<file path="config.mk">
export PLATFORM = sky130hd
export DESIGN_NAME = comparator_pipe
export DESIGN_NICKNAME = d
export VERILOG_FILES = /design/src/rtl/comparator_pipe.sv
export SDC_FILE = /design/constraint.sdc
export NUM_CORES = 1
export LEC_CHECK = 0
export ABC_AREA = 1
export CORE_ASPECT_RATIO = 2
export CORE_MARGIN = 1
export CORE_UTILIZATION = 50
export CTS_CLUSTER_SIZE = 12
export DETAILED_ROUTE_END_ITERATION = 12
export DONT_BUFFER_PORTS = 1
export MAX_ROUTING_LAYER = met4
export PLACE_DENSITY_LB_ADDON = 0.05
export SLEW_MARGIN = 20
export SYNTH_ARGS = -nofsm -noshare
export SYNTH_HDL_FRONTEND = slang
export SYNTH_SLANG_ARGS = --single-unit
</file>
<file path="constraint.sdc">
create_clock -name i_clk -period 3.3 [get_ports i_clk]
set_input_delay 0.495 -clock i_clk [delete_from_list [all_inputs] [get_ports i_clk]]
set_output_delay 0.495 -clock i_clk [all_outputs]
set_load 0.1 [all_outputs]
</file>
<file path="src/rtl/comparator_pipe.sv">
// Registered a-vs-b comparator with valid/ready handshake, plus running
// max/min of accepted i_a values and a saturating count of consecutive equal samples.
module comparator_pipe #(
  parameter int DATA_WIDTH = 8,
  parameter int CNT_WIDTH  = 4
) (
  input  logic                  i_clk,
  input  logic                  i_rst_n,
  input  logic                  i_valid,
  output logic                  o_ready,
  input  logic [DATA_WIDTH-1:0] i_a,
  input  logic [DATA_WIDTH-1:0] i_b,
  input  logic                  i_signed,
  input  logic                  i_clr,
  output logic                  o_valid,
  input  logic                  i_ready,
  output logic                  o_gt,
  output logic                  o_lt,
  output logic                  o_eq,
  output logic [DATA_WIDTH-1:0] o_max,
  output logic [DATA_WIDTH-1:0] o_min,
  output logic [CNT_WIDTH-1:0]  o_eq_run
);

  localparam logic [CNT_WIDTH-1:0] CNT_ONE = {{(CNT_WIDTH-1){1'b0}}, 1'b1};

  logic                  valid_q, valid_d;
  logic                  gt_q, gt_d, lt_q, lt_d, eq_q, eq_d;
  logic [DATA_WIDTH-1:0] max_q, max_d, min_q, min_d;
  logic [CNT_WIDTH-1:0]  run_q, run_d;
  logic                  seen_q, seen_d;
  logic                  accept, a_gt_b, a_lt_b, a_eq_b;

  function automatic logic is_gt(input logic [DATA_WIDTH-1:0] x,
                                 input logic [DATA_WIDTH-1:0] y,
                                 input logic                  s);
    if (s) return $signed(x) > $signed(y);
    else   return x > y;
  endfunction

  function automatic logic [CNT_WIDTH-1:0] sat_inc(input logic [CNT_WIDTH-1:0] c);
    if (&c) return c;
    else    return c + CNT_ONE;
  endfunction

  assign o_ready = !valid_q || i_ready;
  assign accept  = i_valid && o_ready;
  assign a_gt_b  = is_gt(i_a, i_b, i_signed);
  assign a_lt_b  = is_gt(i_b, i_a, i_signed);
  assign a_eq_b  = (i_a == i_b);

  always_comb begin
    valid_d = valid_q;
    gt_d    = gt_q;
    lt_d    = lt_q;
    eq_d    = eq_q;
    max_d   = max_q;
    min_d   = min_q;
    run_d   = run_q;
    seen_d  = seen_q;

    if (accept) begin
      valid_d = 1'b1;
      gt_d    = a_gt_b;
      lt_d    = a_lt_b;
      eq_d    = a_eq_b;
      // A clear coinciding with an accept restarts the trackers from this sample.
      if (i_clr || !seen_q) begin
        seen_d = 1'b1;
        max_d  = i_a;
        min_d  = i_a;
        run_d  = a_eq_b ? CNT_ONE : '0;
      end else begin
        if (is_gt(i_a, max_q, i_signed)) max_d = i_a;
        if (is_gt(min_q, i_a, i_signed)) min_d = i_a;
        run_d = a_eq_b ? sat_inc(run_q) : '0;
      end
    end else begin
      if (i_ready) valid_d = 1'b0;
      if (i_clr) begin
        seen_d = 1'b0;
        max_d  = '0;
        min_d  = '0;
        run_d  = '0;
      end
    end
  end

  always_ff @(posedge i_clk or negedge i_rst_n) begin
    if (!i_rst_n) begin
      valid_q <= 1'b0;
      gt_q    <= 1'b0;
      lt_q    <= 1'b0;
      eq_q    <= 1'b0;
      max_q   <= '0;
      min_q   <= '0;
      run_q   <= '0;
      seen_q  <= 1'b0;
    end else begin
      valid_q <= valid_d;
      gt_q    <= gt_d;
      lt_q    <= lt_d;
      eq_q    <= eq_d;
      max_q   <= max_d;
      min_q   <= min_d;
      run_q   <= run_d;
      seen_q  <= seen_d;
    end
  end

  assign o_valid  = valid_q;
  assign o_gt     = gt_q;
  assign o_lt     = lt_q;
  assign o_eq     = eq_q;
  assign o_max    = max_q;
  assign o_min    = min_q;
  assign o_eq_run = run_q;

endmodule

</file>
## Word-level counts from Yosys, hierarchy flattened

Cells that the tools add are included.

- Bits in registers: 25
- Input bits: 22

- Eq/ne operators: 5
- $lt $le $gt $ge: 8
- Add/sub/neg operators: 1
- Mux-type cells: 26
- Reduce and logical (&&, ||, !) cells: 12

Operators by type and width:

| kind | number |
|---|---|
| > comparator 8 bit | 8 |
| 2-to-1 mux 8 bit | 7 |
| 2-to-1 mux 4 bit | 5 |
| 2-to-1 mux 1 bit | 14 |
| == test 8 bit | 1 |
| AND reduction 2 bit | 4 |
| inequality test 3 x 1 -> 1 bit, second input constant | 2 |
| adder 4 x 1 -> 4 bit, second input constant | 1 |
| inequality test 4 bit, second input constant | 1 |
| AND reduction 4 bit | 1 |
| nonzero test 2 bit | 2 |
| logical NOT 1 bit | 2 |
| logical OR 1 bit | 2 |
| inequality test 2 x 1 -> 1 bit, second input constant | 1 |
| logical AND 1 bit | 1 |

## Logic depth before layout (Yosys ltp)

Gate-level depths: netlist of the first run.

- Depth after elaboration: 7
- Mapped depth: 16
- Gate-level depth less buffers: 16

## Worst setup path before layout of the first run

OpenSTA, ideal clock, no wires.

- Path type: register to register
- From: register valid_q (netlist: o_valid)
- To: register max_q[0] (netlist: o_max[0])
- Arrival time: 2.666 ns
- Period minus slack after synthesis: 2.733 ns
- Slack: 0.567 ns
- Path buffers: 0
- Stages on the path, launching flop included: 9
- Required time: 3.233 ns
- Cell sequence: dfrtp_1 -> nand2_1 -> nand2_2 -> inv_2 -> nor2_1 -> inv_2 -> nand2_2 -> nand2_1 -> nand2_1

- Longest elaborated chain between the ends: 5

RTL lines:

| element | line | RTL |
|---|---|---|
| from (decl) | 27 | `logic valid_q, valid_d;` |
| from (signal assigned) | 100 | `valid_q <= valid_d;` |
| logical NOT 1 bit * | 46 | `assign o_ready = !valid_q \|\| i_ready;` |
| logical OR 1 bit * | 46 |  |
| net o_ready | 10 | `output logic o_ready,` |
| logical AND 1 bit * | 47 | `assign accept = i_valid && o_ready;` |
| inequality test 3 x 1 -> 1 bit (no source line) / nonzero test 2 bit (equally long branches) | -- |  |
| AND reduction 2 bit (no source line) | -- |  |
| to (signal assigned) | 104 | `max_q <= max_d;` |
| to (decl) | 29 | `logic [DATA_WIDTH-1:0] max_q, max_d, min_q, min_d;` |

The timed path passes the listed nets; every way through them passes the cells marked *.
A chain may end at the register's enable or synchronous reset.

## Worst setup path in the final report of the first run

- From: register max_q[5] (netlist: o_max[5])
- To: register max_q[7] (netlist: o_max[7])

- Longest elaborated chain between the ends: 6

RTL lines:

| element | line | RTL |
|---|---|---|
| > comparator 8 bit (on tied branches) | 38, 37 |  |
| 2-to-1 mux 1 bit * | 37 | `if (s) return $signed(x) > $signed(y);` |
| 2-to-1 mux 1 bit * | 68 | `if (i_clr \|\| !seen_q) begin` |
| 2-to-1 mux 1 bit * | 62 | `if (accept) begin` |
| inequality test 3 x 1 -> 1 bit (no source line) * | -- |  |
| AND reduction 2 bit (no source line) * | -- |  |

Every way passes the cells marked *; elsewhere a longest branch is shown, timed or not. The select of a mux whose other input is x is not followed.

==> metrics.md, run 1 <==
| Metric | Value |
|---|---|
| Critical R2R Capture | o_max[7]$_DFFE_PN0P_ |
| Mean number of vias per cell | ~4.9 |
| Status | completed |
| Total track usage | 24.2% |
| Avg Inst Size Synth | 7.32 sq um |
| Clk_lat worst skew | ~0.27 ns |
| Design area | 2290 sq um |
| Worst path most repeated cell | nand2_1 |
| Compound-Gate Fraction of Synth Area | roughly 6.5% |
| Adder-cell area share of the yosys netlist | between 20% and 30% |
| Cell Chain, Critical Path | buf_4, inv_1, ha_1, a21oi_1, nor2_1, nor2_1, nand3_1, nand2_1, nand2_1, nand2_2, nand2_2, nand2_1, nand2_1 |
| Via count of the first global-routing pass | 1768 |
| Remaining antenna violation count | 0 |
| Post-Synth Simple-Gate Area | 32.6% |
| Combinational power share | between 40 and 50% |
| Placed Area | 2220 sq um |
| R2R depth | 13 |
| Total setup buffers inserted after CTS | 0 |
| Reg2Reg Launch Point | o_max[5]$_DFFE_PN0P_ |
| Pint | ~0.00055 W |
| CTS sink cnt | 25 |
| Worst path required time | 3.47 ns |
| Xor/xnor cell area share of the yosys netlist | 0.437% |
| First-pass GRT wire length | 7.37 mm |
| Rows | 32 |
| Largest net degree at the start of global routing | 26 |
| Multiplexer share of the synthesized area | 0% |
| H-tree level count | 1 |
| Final nets | between 300 and 400 |
| Worst slew margin | between 30% and 40% |
| Sw Pwr | between 0.0005 and 0.0006 W |
| Fin cells | 350 |
| Synth Net Count | 329 |
| IO buf count | 0 |
| Clock Skew | 0.00340 ns |
| Inst Count DP | around 350 |
| #FFs+latches synth | 25 |
| Final Cycle Share | between 60% and 70% |
| Die area | 4280 sq um |
| CP max stage delay | around 0.33 ns |
| Register-to-register setup slack | 1.18 ns |
| Root Buffer | clkbuf_8 |
| Area Overhead vs Synth | 14.1% |
| Crit path DAT | around 2.3 ns |
| Synth area leaders | dfrtp_1, ha_1, nand2_1, inv_1, nor2_1 |
| Final TNS setup | 0 ns |
| LEAKAGE | approximately 1.4 nW |
| Kind of critical path | flip-flop to flip-flop |
| Worst VDD drop | 0.000451 V |
| Crit-path max FO | 9 |
| Largest family of logic cells by synthesized area | simple AND/OR/NAND/NOR gates |
| Reg clk slew, reported paths | about 0.08 ns |
| Sequential share of power | 35.2% |
| Ys Warns | 0 |
| Initial Utilization | a little over half |
| Sequential Area | about 630 sq um |
| Std-Cell Core Area | between 3000 and 4000 sq um |
| Worst-Margin Slew | roughly 0.98 ns |
| Pins Over Slew Limit | 0 |
| Yosys cell types | 25 |
| Worst Setup SP | o_max[5]$_DFFE_PN0P_ |
| Net Sw Frac | approximately half |
| TritonCTS buffer count | 3 |
| CP endpoint kind | flip-flop |
| Total iterations of the first detailed-routing run | 4 |
| Fmax | 0.472 GHz |
| Top-Level Pins | 47 |
| Pwr per Cell Area | 485 nW/um^2 |
| Post-Syn Instances | between 200 and 300 |
| Multi-input logic area | ~1200 sq um |
| Diodes inserted | 0 |
| Clock share of power | approximately 16% |
| Total routed wirelength | 4.57 mm |
| WL/cell | ~13 um |
| Yosys top cell by area | dfrtp_1 |
| Initial antenna violation count | 0 |
| Post-detail-place hpwl | 3.84 mm |
| Final setup viols | 0 |
| Seq/Total Area, Yosys | 31.2% |
| Die H | ~92 um |
| Max_cap viols | 0 |
| Slowest CP cell | dfrtp_1 |
| Fin. Hold Viols | 0 |
| Chip width | around 47 um |
| CTS resizes | 0 |
| Fillers | slightly below 400 |
| CTS tree | done |
| Vias | ~1700 |
| DR DRC count | 0 |
| Clock Tree Buf Depth | 2 |
| Synthesized area | between 2000 and 2500 sq um |
| Class of the worst hold path | input pin to asynchronous set/reset pin |
| Setup crit end | o_max[7]$_DFFE_PN0P_ |
| RSZ-0062 raised after global routing | no |
| Startpoint Class | flip-flop |
| Fraction of layout cells with a size suffix above 1 | ~14% |
| Gpl congestion | ~0.8 |
| Min Hold Slack | between 0.03 and 0.04 ns |
| Global route total overflow | 0 |
| Final total power | around 0.0011 W |
| Iter 0 DRT Violations | 27 |
| Crit path time final | 2.12 ns |
| Post-synth top area share | between 30% and 40% |
## worst min-delay path by stage
stage                       start                      end  slack (ns)
after floorplan           i_rst_n         o_eq$_DFFE_PN0P_        0.20
after global placement    i_rst_n     o_max[5]$_DFFE_PN0P_        0.20
after detailed placement  i_rst_n     o_max[5]$_DFFE_PN0P_        0.20
after CTS                 i_rst_n  o_eq_run[3]$_DFFE_PN0P_        0.03
after global routing      i_rst_n  o_eq_run[3]$_DFFE_PN0P_        0.03
final                     i_rst_n  o_eq_run[3]$_DFFE_PN0P_        0.03
## flip-flops by register name, summed over array words and instances (netlist names)
name / flops
o_max: 8
o_min: 8
o_eq_run: 4
o_eq: 1
o_gt: 1
o_lt: 1
o_valid: 1
seen_q: 1
## cell usage in the layout (no fill, tap or decap), drive strengths merged
master,Yosys,layout
nand2,105,105
inv,45,45
ha,33,33
nor2,28,28
dfrtp,25,25
buf,1,22
a21oi,11,11
nand3,9,9
o21ai,6,6
nand4,5,5
clkbuf,0,4
a21o,2,2
nor3,1,1
a211oi,1,1
o211ai,1,1
xnor2,1,1
## cell families (layout without fill, tap and decap cells)
logic type	after synthesis	after routing
AND/OR/NAND/NOR	148	148
buffers and inverters	46	71
adder cells (fa/ha/maj)	33	33
flip-flops	25	25
AO/OA/AOI/OAI	21	21
XOR/XNOR	1	1
## through the flow
step	worst slack, ns	utilization [%]
after floorplan	0.567	-
after global placement	1.21	57.8
after detailed placement	1.17	57.8
after CTS	1.16	59.5
after global routing	0.972	59.5
final	1.18	59.5
## cell usage after synthesis
library cell / count
nand2_1: 97
nand3_1: 9
dfrtp_1: 25
xnor2_1: 1
a21oi_2: 1
nand2_2: 7
nand2_4: 1
o211ai_1: 1
nor3_1: 1
nor2_1: 24
a21oi_1: 10
buf_1: 1
ha_1: 33
o21ai_0: 3
nor2_4: 2
nor2_2: 1
a211oi_1: 1
nor2_8: 1
inv_1: 42
nand4_4: 1
o21ai_4: 1
inv_2: 3
o21ai_1: 2
a21o_1: 2
nand4_1: 4
## metal layers
layer  global-route usage (%)  vias to the layer above  part of all wire [%]
li1                         -                      901                     -
met1                     24.5                      794                    37
met2                     45.3                       29                    58
met3                     2.98                        5                   3.7
met4                     5.71                        0                   1.2
met5                        -                        -                     0
## worst max-delay path: cells and delay by family, from the launching register on
family,cells,cell delay [ns]
buf+inv,2,0.37
fa+ha+maj,1,0.29
compound gates,1,0.19
flops,1,0.33
simple gates,9,0.84
## layout make-up
class	count	area share, %
well taps	51	2.79
inverters	45	7.39
repair buffers	22	7.77
flip-flops and latches	25	27.4
clock buffers	4	1.97
multi-input cells	203	52.7
## timing repair
action | in CTS | in global routing
hold buffers | 1 | 0
endpoints found under the hold margin | 25 | 0
endpoints found under the setup margin | 0 | 0
## power by group through the flow
stage | logic (W) | registers (W) | clock network, W
after global routing | 0.000586 | 0.000394 | 0.000195
after detailed placement | 0.000531 | 0.000396 | 0
after CTS | 0.000542 | 0.000390 | 0.000188
final | 0.000536 | 0.000390 | 0.000182
after global placement | 0.000525 | 0.000395 | 0
after floorplan | 0.000195 | 0.000622 | 0
(Power assumes the default switching activity.)
==> inputs of run 2 (changes only) <==
clock period = 1.9 ns   (was 3.3 ns; I/O delays follow)
==> metrics.md, run 2 (synthesis results as in run 1) <==
| Metric | Value |
|---|---|
| Max_cap viols | 0 (unchanged) |
| Initial antenna violation count | 0 (unchanged) |
| Iter 0 DRT Violations | 24 (-11%) |
| Fmax | 0.574 GHz (+22%) |
| Total track usage | 25.9% (+1.7 points) |
| Fin util | 64.0% (+4.5 points) |
| Initial Utilization | 52.1% (unchanged) |
| Area Overhead vs Synth | 22.7% |
| Placed Area | 2340 sq um (+5.1%) |
| Die area | 4280 sq um (unchanged) |
| Crit path time final | 1.74 ns (-0.376 ns) |
| Via count of the first global-routing pass | 1956 (+11%) |
| Diodes inserted | 0 (unchanged) |
| TritonCTS buffer count | 3 (unchanged) |
| Clock Tree Buf Depth | 2 (unchanged) |
| Crit-path max FO | 8 (-1) |
| Remaining antenna violation count | 0 (unchanged) |
| Total iterations of the first detailed-routing run | 4 (unchanged) |
| CTS sink cnt | 25 (unchanged) |
| Fillers | 383 (-3.5%) |
| First-pass GRT wire length | 7.86 mm (+6.6%) |
| WL/cell | 13.2 um (+1.1%) |
| Root Buffer | clkbuf_8 |
| Design area | 2460 sq um (+7.5%) |
| CP endpoint kind | flip-flop |
| Top-Level Pins | 47 (unchanged) |
| Post-detail-place hpwl | 4.06 mm (+5.5%) |
| Worst VDD drop | 0.000698 V (+55%) |
| Die H | 91.5 um (unchanged) |
| Global route total overflow | 0 (unchanged) |
| Mean number of vias per cell | 4.92 (-0.43%) |
| Most frequent cells in the layout | nand2_1, inv_1, ha_1 |
| Fraction of layout cells with a size suffix above 1 | 25.1% (+11 points) |
| Final TNS setup | 0 ns (unchanged) |
| Clock Skew | 0.00741 ns (+0.00401 ns) |
| Crit path DAT | 1.92 ns (-0.37 ns) |
| Worst slew margin | 77.5% (+43 points) |
| Chip width | 46.8 um (unchanged) |
| CTS tree | done |
| Final Cycle Share | 91.7% (+27 points) |
| Total setup buffers inserted after CTS | 0 (unchanged) |
| Largest net degree at the start of global routing | 26 (unchanged) |
| Class of the worst hold path | input pin to flip-flop |
| Status | completed |
| Std-Cell Core Area | 3840 sq um (unchanged) |
| Gpl congestion | 0.884 (+10%) |
| IO buf count | 0 (unchanged) |
| Total routed wirelength | 4.73 mm (+3.5%) |
| Kind of critical path | flip-flop to flip-flop |
| Final nets | 363 (+2.3%) |
| H-tree level count | 1 (unchanged) |
| Final setup viols | 0 (unchanged) |
| Worst-Margin Slew | 0.335 ns (-0.644 ns) |
| Fin. Hold Viols | 0 (unchanged) |
| Worst path required time | 2.08 ns (-1.39 ns) |
| DR DRC count | 0 (unchanged) |
| Clk_lat worst skew | 0.27 ns (about the same) |
| Vias | 1761 (+1.9%) |
| Pins Over Slew Limit | 0 (unchanged) |
| LEAKAGE | 1.38 nW (+1.8%) |
| Commonest non-fill, non-tap cell in the layout | nand2_1 |
| Startpoint Class | flip-flop |
| Rows | 32 (unchanged) |
| Pwr per Cell Area | 821 nW/um^2 (+69%) |
| Reg clk slew, reported paths | 0.09 ns (about the same) |
run 2: area by class of cell:
class                   instances  area, sq um  area share (%)
clock buffers                   3         41.3            1.68
clock inverters                 1         7.51           0.305
inverters                      45          169            6.87
multi-input cells             203         1270            51.5
flip-flops and latches         25          667            27.1
well taps                      51         63.8            2.59
repair buffers                 30          244            9.92
run 2: what timing repair did:
| action | in CTS | in global routing |
|---|---|---|
| gates resized for setup | 0 | 10 |
| setup endpoints to repair | 0 | 16 |
| hold endpoints to repair | 25 | 0 |
| hold buffers | 2 | 0 |
run 2: final timing paths:
kind / start / endpoint / slack [ns] / cells after the start
hold / removal: i_clr / seen_q$_DFFE_PN0P_ / 0.13 / 1
hold reg to reg: seen_q$_DFFE_PN0P_ / seen_q$_DFFE_PN0P_ / 0.62 / 2
min in group asynchronous: i_rst_n / o_eq_run[3]$_DFFE_PN0P_ / 0.46 / 2
max in group asynchronous: i_rst_n / o_min[7]$_DFFE_PN0P_ / 1.27 / 2
setup reg to reg: o_max[3]$_DFFE_PN0P_ / o_max[2]$_DFFE_PN0P_ / 0.16 / 15
setup / recovery: o_max[3]$_DFFE_PN0P_ / o_max[2]$_DFFE_PN0P_ / 0.16 / 15
run 2: through the flow:
step,power [W],setup slack (ns),std cells,hold WS [ns]
CTS,0.00201,0.110,358,0.125
floorplan,0.00145,0.000403,274,-0.0106
global route,0.00214,-0.00168,358,0.144
global placement,0.00166,0.0796,352,-0.0101
finish,0.00202,0.158,358,0.128
detailed placement,0.00167,0.0888,352,-0.0102
run 2: power by group:
group / leakage, nW / total, W / switching, W / internal (W)
Combinational: 1.06 / 0.00105 / 0.000789 / 0.000258
Sequential: 0.301 / 0.000647 / 0.0000341 / 0.000613
Clock: 0.0217 / 0.000326 / 0.000177 / 0.000149
Total: 1.38 / 0.00202 / 0.00100 / 0.00102
run 2: per-layer routing:
layer	vias up	routed length [um]	track usage, %
met5	-	0	-
met4	0	87	9.52
met3	6	139	2.78
met2	30	2800	49.8
met1	809	1700	23.2
li1	916	-	-
run 2: critical path, cell delays in order (launching register included):
cell and delay (ns):
dfrtp_4 0.49, inv_1 0.06, ha_1 0.24, nand2_1 0.09
inv_2 0.04, nand2_1 0.07, nand2_2 0.06, nand2_2 0.07
nand2_1 0.05, nand2_1 0.05, nand2_1 0.04, nand2_1 0.06
nand2_2 0.08, buf_6 0.14, nand2_1 0.06, nand2_1 0.05
==> inputs of run 3 (changes only) <==
GPL_TIMING_DRIVEN = 0   (was unset)
PLACE_DENSITY = 0.76   (was unset)
PLACE_DENSITY_LB_ADDON = unset   (was 0.05)
==> metrics.md, run 3 (synthesis results as in run 1) <==
| Metric | Value |
|---|---|
| Status | complete, but fails checks |
| Failing checks | negative setup slack |
| First-pass GRT wire length | 7.88 mm (+0.25%) |
| Total track usage | 26.2% (+0.30 points) |
| Remaining antenna violation count | 0 (unchanged) |
| Pins Over Slew Limit | 0 (unchanged) |
| Worst path most repeated cell | nand2_1 |
| Initial antenna violation count | 0 (unchanged) |
| Largest net degree at the start of global routing | 26 (unchanged) |
| Diodes inserted | 0 (unchanged) |
| Total iterations of the first detailed-routing run | 4 (unchanged) |
| Final nets | 345 (-5.0%) |
| Pwr per Cell Area | 821 nW/um^2 (about the same) |
| TritonCTS buffer count | 3 (unchanged) |
| Post-detail-place hpwl | 3.79 mm (-6.4%) |
| Crit-path max FO | 8 (unchanged) |
| Most frequent cells in the layout | nand2_1, inv_1, nand2_2 |
| Initial Utilization | 52.1% (unchanged) |
| Min Hold Slack | 0.147 ns (+0.0190 ns) |
| Rows | 32 (unchanged) |
| Crit path time final | 2.05 ns (+0.304 ns) |
| Final WS setup | -0.146 ns (-0.304 ns) |
| Top-Level Pins | 47 (unchanged) |
| Global route total overflow | 0 (unchanged) |
| Die area | 4280 sq um (unchanged) |
| DR DRC count | 0 (unchanged) |
| CTS sink cnt | 25 (unchanged) |
| Total routed wirelength | 5.26 mm (+11%) |
| Commonest non-fill, non-tap cell in the layout | nand2_1 |
| CP delay by family, top | simple AND/OR/NAND/NOR gates |
| Final Cycle Share | 108% (+16 points) |
| Reg clk slew, reported paths | 0.09 ns (about the same) |
| Worst-Margin Slew | 0.901 ns (+0.566 ns) |
| Worst slew margin | 40.0% (-38 points) |
| Vias | 1818 (+3.2%) |
| RSZ-0062 raised after global routing | yes |
| Design area | 2610 sq um (+6.1%) |
| Slowest CP cell | dfrtp_4 |
| Area Overhead vs Synth | 30.1% |
| Cell Chain, Critical Path | ha_4, nand2_2, nor2_2, nand2_1, nand2_1, nand2_1, nand2_1, nand2_2, nand2_4, nand2_8, nand2_1, nand2_1 |
| Chip width | 46.8 um (unchanged) |
| Std-Cell Core Area | 3840 sq um (unchanged) |
| CTS tree | done |
| Max_cap viols | 0 (unchanged) |
| Gpl congestion | 0.783 (-11%) |
| Fmax | 0.489 GHz (-15%) |
| CP max stage delay | 0.64 ns (+0.15 ns) |
| Fin. Hold Viols | 0 (unchanged) |
| Clock Skew | 0.00165 ns (-0.00576 ns) |
| Clk_lat worst skew | 0.27 ns (about the same) |
| Placed Area | 2130 sq um (-8.8%) |
| Root Buffer | clkbuf_8 |
| Final TNS setup | -1.65 ns (-1.65 ns) |
| Kind of critical path | flip-flop to flip-flop |
| IO buf count | 0 (unchanged) |
| Final setup viols | 16 (+16) |
| Worst path required time | 2.07 ns (about the same) |
| Clock Tree Buf Depth | 2 (unchanged) |
| Via count of the first global-routing pass | 1833 (-6.3%) |
| LEAKAGE | 1.32 nW (-4.4%) |
| Worst VDD drop | 0.000524 V (-25%) |
| CP endpoint kind | flip-flop |
| H-tree level count | 1 (unchanged) |
| Mean number of vias per cell | 5.35 (+8.7%) |
| Iter 0 DRT Violations | 58 (+140%) |
| Class of the worst hold path | input pin to flip-flop |
| Fraction of layout cells with a size suffix above 1 | 36.7% (+12 points) |
| Startpoint Class | flip-flop |
| Final total power | 0.00214 W (+6.0%) |
| Buf/Inv on CP | 0 (-3) |
| WL/cell | 15.5 um (+17%) |
| Die H | 91.5 um (unchanged) |
| Crit path DAT | 2.21 ns (+0.29 ns) |
run 3: cell types whose count changed in the layout (fill, tap and decap cells not counted), moves of 4 or more:
cell / previous run / this run
nand2_2: 7 / 28
buf_4: 27 / 5
inv_4: 0 / 4
ha_4: 2 / 11
dfrtp_2: 9 / 4
inv_1: 42 / 35
nand2_1: 94 / 69
dfrtp_4: 8 / 17
ha_1: 31 / 22
nor2_1: 23 / 19
dfrtp_1: 8 / 4
run 3: final timing paths:
kind	start	depth (start not counted)	to	slack [ns]
min reg2reg	seen_q$_DFFE_PN0P_	2	seen_q$_DFFE_PN0P_	0.68
max reg2reg	o_min[7]$_DFFE_PN0P_	12	o_min[3]$_DFFE_PN0P_	-0.15
max	o_min[7]$_DFFE_PN0P_	12	o_min[3]$_DFFE_PN0P_	-0.15
min in group asynchronous	i_rst_n	2	o_max[3]$_DFFE_PN0P_	0.45
min	i_clr	1	seen_q$_DFFE_PN0P_	0.15
max in group asynchronous	i_rst_n	2	o_min[7]$_DFFE_PN0P_	1.28
run 3: layout make-up:
type	count	area, sq um
sequential	25	694
multi-input combinational	204	1510
fill	316	1230
tap	51	63.8
timing repair buffer	10	110
clock buffer	4	45.0
inverter	45	179
buffer	1	5.00
run 3: what timing repair did:
action,4_1_cts,5_1_grt
endpoints found under the hold margin,25,0
setup buffers,3,5
gates resized for setup,36,46
setup endpoints to repair,25,20
hold buffers,2,0
pin swaps,14,25
gates cloned,1,0
run 3: through the flow:
step	worst slack, ns	utilization, %	std cells
global route	-0.192	67.9	340
finish	-0.146	67.9	340
floorplan	0.000403	-	274
detailed placement	-0.249	55.4	325
CTS	-0.0847	62.4	335
global placement	-0.219	55.4	325
run 3: worst reg2reg max path, stage by stage (launching register included):
cell and delay, ns:
dfrtp_4 0.64, ha_4 0.34, nand2_2 0.07, nor2_2 0.16, nand2_1 0.09, nand2_1 0.07
nand2_1 0.05, nand2_1 0.09, nand2_2 0.08, nand2_4 0.12, nand2_8 0.09, nand2_1 0.07
nand2_1 0.06
run 3: report_power, final:
| group | internal, W | switching [W] |
|---|---|---|
| registers | 0.000622 | 0.000535 |
| clock network | 0.000150 | 0.000173 |
| logic | 0.000275 | 0.000385 |
| total | 0.00105 | 0.00109 |
run 3: per-layer routing:
layer	part of all wire [%]	GRT usage, %	vias up
met5	0	-	-
met4	3.6	12.9	0
met3	4.8	2.78	19
met2	57	46.9	57
met1	35	25.6	860
li1	-	-	882
